--- src/rtl/reorder_buffer.sv ---
// reorder_buffer: in-order retirement buffer for the out-of-order core.
// Allocates a RoB id (1..CAP, id 0 = none) per issued instruction, captures
// ALU/LSB broadcast results, answers operand queries, retires the head in
// program order, and raises a one-cycle flush when a branch mispredicts.
//
// Ports:
//   clk, rst (async, active-high), rdy (global enable)
//   issue_*            : instruction from the decoder
//   rob_full           : buffer holds CAP entries
//   next_rob_id        : id the next accepted issue receives
//   issue_rob_id/_rd   : rename info to the register file (combinational)
//   alu_*, lsb_*       : result broadcast buses
//   ask_rob_id1/2      : operand queries; get_ready1/2, get_value1/2 answers
//   commit_*           : reg-write retirement to the register file
//   store_commit_rob_id: store retirement to the LSB
//   flush, flush_pc    : registered mispredict flush and redirect PC
module reorder_buffer #(
    parameter int unsigned ROB_SIZE_WIDTH = 4
) (
    input  logic                      clk,
    input  logic                      rst,
    input  logic                      rdy,
    input  logic                      issue_valid,
    input  logic [1:0]                issue_type,
    input  logic [4:0]                issue_rd_in,
    input  logic                      issue_ready,
    input  logic [31:0]               issue_value,
    input  logic                      issue_pred_taken,
    input  logic [31:0]               issue_alt_pc,
    output logic                      rob_full,
    output logic [ROB_SIZE_WIDTH-1:0] next_rob_id,
    output logic [ROB_SIZE_WIDTH-1:0] issue_rob_id,
    output logic [4:0]                issue_rd,
    input  logic                      alu_valid,
    input  logic [ROB_SIZE_WIDTH-1:0] alu_rob_id,
    input  logic [31:0]               alu_value,
    input  logic                      alu_taken,
    input  logic                      lsb_valid,
    input  logic [ROB_SIZE_WIDTH-1:0] lsb_rob_id,
    input  logic [31:0]               lsb_value,
    input  logic [ROB_SIZE_WIDTH-1:0] ask_rob_id1,
    input  logic [ROB_SIZE_WIDTH-1:0] ask_rob_id2,
    output logic [31:0]               get_value1,
    output logic [31:0]               get_value2,
    output logic                      get_ready1,
    output logic                      get_ready2,
    output logic [ROB_SIZE_WIDTH-1:0] commit_rob_id,
    output logic [4:0]                commit_rd,
    output logic [31:0]               commit_value,
    output logic [ROB_SIZE_WIDTH-1:0] store_commit_rob_id,
    output logic                      flush,
    output logic [31:0]               flush_pc
);

    localparam int unsigned W     = ROB_SIZE_WIDTH;
    localparam int unsigned DEPTH = 1 << W;
    localparam logic [W-1:0] CAP    = W'(DEPTH - 1);
    localparam logic [W-1:0] ID_ONE = W'(1);

    localparam logic [1:0] TYPE_REG    = 2'd0;
    localparam logic [1:0] TYPE_STORE  = 2'd1;
    localparam logic [1:0] TYPE_BRANCH = 2'd2;

    typedef struct packed {
        logic        busy;
        logic        ready;
        logic [1:0]  typ;
        logic [4:0]  rd;
        logic [31:0] value;
        logic        pred_taken;
        logic        taken;
        logic [31:0] alt_pc;
    } entry_t;

    // Slot 0 exists only so ids index directly; it is never allocated.
    entry_t        ent_q [DEPTH];
    entry_t        ent_d [DEPTH];
    logic [W-1:0]  head_q, head_d;
    logic [W-1:0]  tail_q, tail_d;
    logic [W-1:0]  count_q, count_d;
    logic          flush_q, flush_d;
    logic [31:0]   flush_pc_q, flush_pc_d;

    entry_t        head_e;
    logic          accept_c;
    logic          commit_c;
    logic          mispredict_c;
    logic          alu_hit_c;
    logic          lsb_hit_c;

    // Circular id increment that skips the reserved id 0.
    function automatic logic [W-1:0] id_inc(input logic [W-1:0] id);
        return (id == CAP) ? ID_ONE : id + ID_ONE;
    endfunction

    // Operand query: {ready, value}, bus forwarding with LSB priority.
    function automatic logic [32:0] query(
        input logic [W-1:0] id,
        input entry_t       e,
        input logic         av,
        input logic [W-1:0] aid,
        input logic [31:0]  aval,
        input logic         lv,
        input logic [W-1:0] lid,
        input logic [31:0]  lval
    );
        logic [32:0] r;
        r = '0;
        if (id != '0 && e.busy) begin
            if (lv && lid == id) begin
                r = {1'b1, lval};
            end else if (av && aid == id) begin
                r = {1'b1, aval};
            end else if (e.ready) begin
                r = {1'b1, e.value};
            end
        end
        return r;
    endfunction

    // Control decisions for this cycle; gated by rst so outputs read as idle in reset.
    always_comb begin
        head_e       = ent_q[head_q];
        accept_c     = !rst && rdy && issue_valid && !rob_full && !flush_q;
        commit_c     = !rst && rdy && (count_q != '0) && head_e.ready && !flush_q;
        mispredict_c = commit_c && (head_e.typ == TYPE_BRANCH) &&
                       (head_e.taken != head_e.pred_taken);
        alu_hit_c    = alu_valid && (alu_rob_id != '0) && ent_q[alu_rob_id].busy;
        lsb_hit_c    = lsb_valid && (lsb_rob_id != '0) && ent_q[lsb_rob_id].busy;
    end

    // Next-state: writeback, then retire, then allocate; a mispredict overrides all.
    always_comb begin
        ent_d      = ent_q;
        head_d     = head_q;
        tail_d     = tail_q;
        count_d    = count_q;
        flush_d    = flush_q;
        flush_pc_d = flush_pc_q;
        if (rdy) begin
            flush_d = 1'b0;
            if (!flush_q) begin
                if (alu_hit_c) begin
                    ent_d[alu_rob_id].ready = 1'b1;
                    ent_d[alu_rob_id].value = alu_value;
                    if (ent_q[alu_rob_id].typ == TYPE_BRANCH) begin
                        ent_d[alu_rob_id].taken = alu_taken;
                    end
                end
                if (lsb_hit_c) begin
                    ent_d[lsb_rob_id].ready = 1'b1;
                    ent_d[lsb_rob_id].value = lsb_value;
                end
                if (commit_c) begin
                    ent_d[head_q].busy  = 1'b0;
                    ent_d[head_q].ready = 1'b0;
                    head_d              = id_inc(head_q);
                end
                if (accept_c) begin
                    ent_d[tail_q].busy       = 1'b1;
                    ent_d[tail_q].ready      = issue_ready;
                    ent_d[tail_q].typ        = issue_type;
                    ent_d[tail_q].rd         = issue_rd_in;
                    ent_d[tail_q].value      = issue_value;
                    ent_d[tail_q].pred_taken = issue_pred_taken;
                    ent_d[tail_q].taken      = issue_pred_taken;
                    ent_d[tail_q].alt_pc     = issue_alt_pc;
                    tail_d                   = id_inc(tail_q);
                end
                count_d = count_q + W'(accept_c) - W'(commit_c);
                if (mispredict_c) begin
                    for (int unsigned i = 0; i < DEPTH; i++) begin
                        ent_d[i].busy  = 1'b0;
                        ent_d[i].ready = 1'b0;
                    end
                    head_d     = ID_ONE;
                    tail_d     = ID_ONE;
                    count_d    = '0;
                    flush_d    = 1'b1;
                    flush_pc_d = head_e.alt_pc;
                end
            end
        end
    end

    // State registers.
    always_ff @(posedge clk or posedge rst) begin
        if (rst) begin
            for (int unsigned i = 0; i < DEPTH; i++) begin
                ent_q[i] <= '0;
            end
            head_q     <= ID_ONE;
            tail_q     <= ID_ONE;
            count_q    <= '0;
            flush_q    <= 1'b0;
            flush_pc_q <= '0;
        end else begin
            ent_q      <= ent_d;
            head_q     <= head_d;
            tail_q     <= tail_d;
            count_q    <= count_d;
            flush_q    <= flush_d;
            flush_pc_q <= flush_pc_d;
        end
    end

    assign rob_full    = (count_q == CAP);
    assign next_rob_id = tail_q;
    assign flush       = flush_q;
    assign flush_pc    = flush_pc_q;

    assign issue_rob_id = accept_c ? tail_q : '0;
    assign issue_rd     = (accept_c && issue_type == TYPE_REG) ? issue_rd_in : '0;

    assign commit_rob_id       = (commit_c && head_e.typ == TYPE_REG) ? head_q : '0;
    assign commit_rd           = (commit_c && head_e.typ == TYPE_REG) ? head_e.rd : '0;
    assign commit_value        = (commit_c && head_e.typ == TYPE_REG) ? head_e.value : '0;
    assign store_commit_rob_id = (commit_c && head_e.typ == TYPE_STORE) ? head_q : '0;

    assign {get_ready1, get_value1} = query(ask_rob_id1, ent_q[ask_rob_id1],
                                            alu_valid, alu_rob_id, alu_value,
                                            lsb_valid, lsb_rob_id, lsb_value);
    assign {get_ready2, get_value2} = query(ask_rob_id2, ent_q[ask_rob_id2],
                                            alu_valid, alu_rob_id, alu_value,
                                            lsb_valid, lsb_rob_id, lsb_value);

endmodule

--- config.mk ---
export PLATFORM = sky130hd
export DESIGN_NAME = reorder_buffer
export DESIGN_NICKNAME = d
export VERILOG_FILES = /design/src/rtl/reorder_buffer.sv
export SDC_FILE = /design/constraint.sdc
export NUM_CORES = 2
export LEC_CHECK = 0
export CAP_MARGIN = 20
export CORE_AREA = 8 8 522 524
export DETAILED_ROUTE_END_ITERATION = 10
export DIE_AREA = 0 0 530 532
export SYNTH_ARGS = -nofsm -noshare
export SYNTH_HDL_FRONTEND = slang
export SYNTH_SLANG_ARGS = --single-unit
--- constraint.sdc ---
create_clock -name clk -period 40.1 [get_ports clk]
set_input_delay 8.02 -clock clk [delete_from_list [all_inputs] [get_ports clk]]
set_output_delay 8.02 -clock clk [all_outputs]
set_load 0.02 [all_outputs]
==> impl_metrics.tcl <==
set metrics [dict create \
    fin_worst_skew_ns 0.1039 \
    dp_cells 11266 \
    yosys.area_share.simple_pct 15.01 \
    synth_edf_count 0 \
    path_max_fanout 39 \
    synthTopCellsByCount "nand2_1 (2305), dfrtp_1 (1242), clkbuf_1 (690), mux4_2 (638), mux2i_1 (558)" \
    synth_cell_types 63 \
    cp-end-kind "output port" \
    grt_setup_unrepaired "no" \
    synth_most_common_cell "nand2_1" \
    drt-initial-drc-count 10417 \
    numPortBuffers 317 \
    status "completed" \
    worst_pin_slew_ns 1.303 \
    area_growth_pct 13.53 \
    cts_hold_buf 0 \
    htreeDepth 4 \
    routed_wl_um 359000 \
    initial_utilization_pct 29.81 \
    hold_path_class "register to register" \
    hpwlAfterDp_um 194800 \
    grt_overflow 0 \
    syn_area_per_cell_um2 9.546 \
    synth_top_family_by_area "multiplexers" \
    synthXorXnorAreaFrac_pct 0.2338 \
    drcViolationCount 0 \
    ys_seq_elements 1244 \
    antenna_found_initial 67 \
    critical_path_required_ns 32.08 \
    synthAdderAreaFrac_pct 0.2481 \
    dr.pass1.iters 7 \
    ir_worst_vdd_v 0.00004846 \
    die-height_um 532 \
    stdcell_count 11559 \
    viasPerCell 6.231 \
    slew_violations 0 \
    clock_latency_ns 0.88 \
    final-hold-violation-count 0 \
    clk_pin_slew_ns 0.06 \
    synthCells 8240 \
    fin_nets 8055 \
    setup_viol 0 \
    ys_warn_count 0 \
    synth_ff_type "dfrtp_1" \
    cts.repair.resized 0 \
    cts_buffers 142 \
    post-synth-top-area-cell "dfrtp_1" \
    max_slew_margin_pct 13.10 \
    syn_area_mm2 0.07866 \
    drive_gt1_share_pct 14.09 \
    ys_seq_area_share_pct 39.58 \
    maxCapViolations 0 \
    synthTopCellsByArea "dfrtp_1 (40%), mux4_2 (18%), nand2_1 (11%)" \
    max_freq_mhz 48.44 \
    arrival_ns 12.63 \
    num_rows 189 \
    min_period_ns 20.65 \
    powerDensity_mw_per_mm2 48.59 \
    vias 72027 \
    synth_compound_area_share_pct 13.90 \
    clock_sinks 1244 \
    leakage_uw 0.03807 \
    cts_buffer_depth 3 \
    fin_crit_sh_pct 51.48 \
    postCtsSetupBuffers 0 \
    grt_pass1_vias 70899 \
    p_total_uw 4339 \
    grt_max_degree 135 \
    place_congestion 0.8705 \
    async_reset_ff_share_pct 100.0 \
    fill_cells 26334 \
    clock-root-buffer "clkbuf_16" \
    cp-start-kind "primary input" \
    grtUsageTotal_pct 24.42 \
    detail_route.wl_per_cell_um 31.05 \
    die_w_um 530 \
    syn_nets 8415 \
    path_class "primary input to output port" \
    cts_tree "done" \
    grt_pass1_wl_um 511400 \
    tns_ns 0 \
    core_mm2 0.2639 \
    ant_nets 0 \
    muxShareOfSynthArea_pct 25.87 \
    yosysTopAreaCellShare_pct 39.51 \
    die_area_mm2 0.2820 \
    io_pins 318 \
]
## worst max-delay path, stage by stage
cell and delay (ns):
clkbuf_8 0.42, buf_4 0.85, buf_4 0.82, mux4_2 0.60
mux2i_1 0.22, nor2_1 0.08, a211oi_1 0.77, o31ai_1 0.21
clkdlybuf4s50_1 0.59
## final cells by class
| type | count | area, um^2 | share of cell area (%) |
|---|---|---|---|
| Clock inverter | 52 | 930.9 | 1.042 |
| Clock buffer | 198 | 4034 | 4.517 |
| Multi-Input combinational cell | 5957 | 44000 | 49.27 |
| Inverter | 64 | 249.0 | 0.2788 |
| Antenna cell | 40 | 100.1 | 0.1121 |
| Tap cell | 3533 | 4420 | 4.950 |
| Timing Repair Buffer | 471 | 4427 | 4.957 |
| Sequential cell | 1244 | 31140 | 34.88 |
## where the power goes
group	switching [uW]	internal, uW	leakage, uW
sequential	289	1560	0.0169
combinational	572	519	0.0188
clock	612	787	0.00239
## cell usage in the layout, fill, tap and decap left out, drive strengths merged, types with 10 or more instances in the layout
| cell | instances |
|---|---|
| nor2 | 461 |
| mux4 | 638 |
| ha | 14 |
| a22oi | 359 |
| and2 | 10 |
| o21ai | 502 |
| a211oi | 194 |
| diode | 40 |
| nand3 | 43 |
| o211ai | 40 |
| clkdlybuf4s50 | 309 |
| buf | 158 |
| a21oi | 331 |
| bufinv | 11 |
| a22o | 36 |
| a221o | 128 |
| and3 | 39 |
| o31ai | 47 |
| inv | 64 |
| clkinv | 35 |
| nor2b | 54 |
| mux2i | 558 |
| clkbuf | 202 |
| dfrtp | 1242 |
| xor2 | 16 |
| nor3 | 75 |
| nand2 | 2305 |
| mux2 | 35 |
## flip-flops by register name, summed over array words and instances, names as in the netlist
| name | cells |
|---|---|
| next_rob_id | 4 |
| flush | 1 |
| head_q | 4 |
| count_q | 4 |
| flush_pc | 32 |
| ent_q | 1199 |
## routing by layer
layer | vias up | global-route usage [%] | wire length, um
li1 | 28710 | - | -
met2 | 5812 | 36.18 | 155000
met1 | 35949 | 29.50 | 124800
met4 | 30 | 16.17 | 27680
met5 | - | 0 | 194
met3 | 1526 | 9.311 | 51280
## logic make-up after synthesis
kind of cell    after synthesis
simple gates               3011
compound gates             1679
flops                      1244
mux                        1231
buf+inv                    1039
xor+xnor                     21
fa+ha+maj                    15
## worst paths after layout
| kind | from | endpoint | slack, ns | cells after the start |
|---|---|---|---|---|
| max | ask_rob_id2[2] | get_value2[8] | 19.45 | 9 |
| min | ent_q[703] | ent_q[703] | 0.47 | 2 |
| max reg2reg | head_q[1] | flush_pc[4] | 33.89 | 9 |
| min reg2reg | ent_q[703] | ent_q[703] | 0.47 | 2 |
| max in group asynchronous | rst | ent_q[571] | 27.36 | 8 |
| min in group asynchronous | rst | ent_q[1192] | 7.65 | 2 |
## stage by stage
stage	worst slack [ns]	util [%]	area (um^2)	hold slack, ns
after floorplan	14.89	-	78660	0.4404
after global placement	19.60	31.89	84150	0.4526
after detailed placement	19.57	31.89	84150	0.4578
after CTS	19.57	33.77	89120	0.4725
after global routing	19.29	33.81	89230	0.4831
final	19.45	33.84	89300	0.4690
Note: power is estimated with default switching activity, not from simulation.
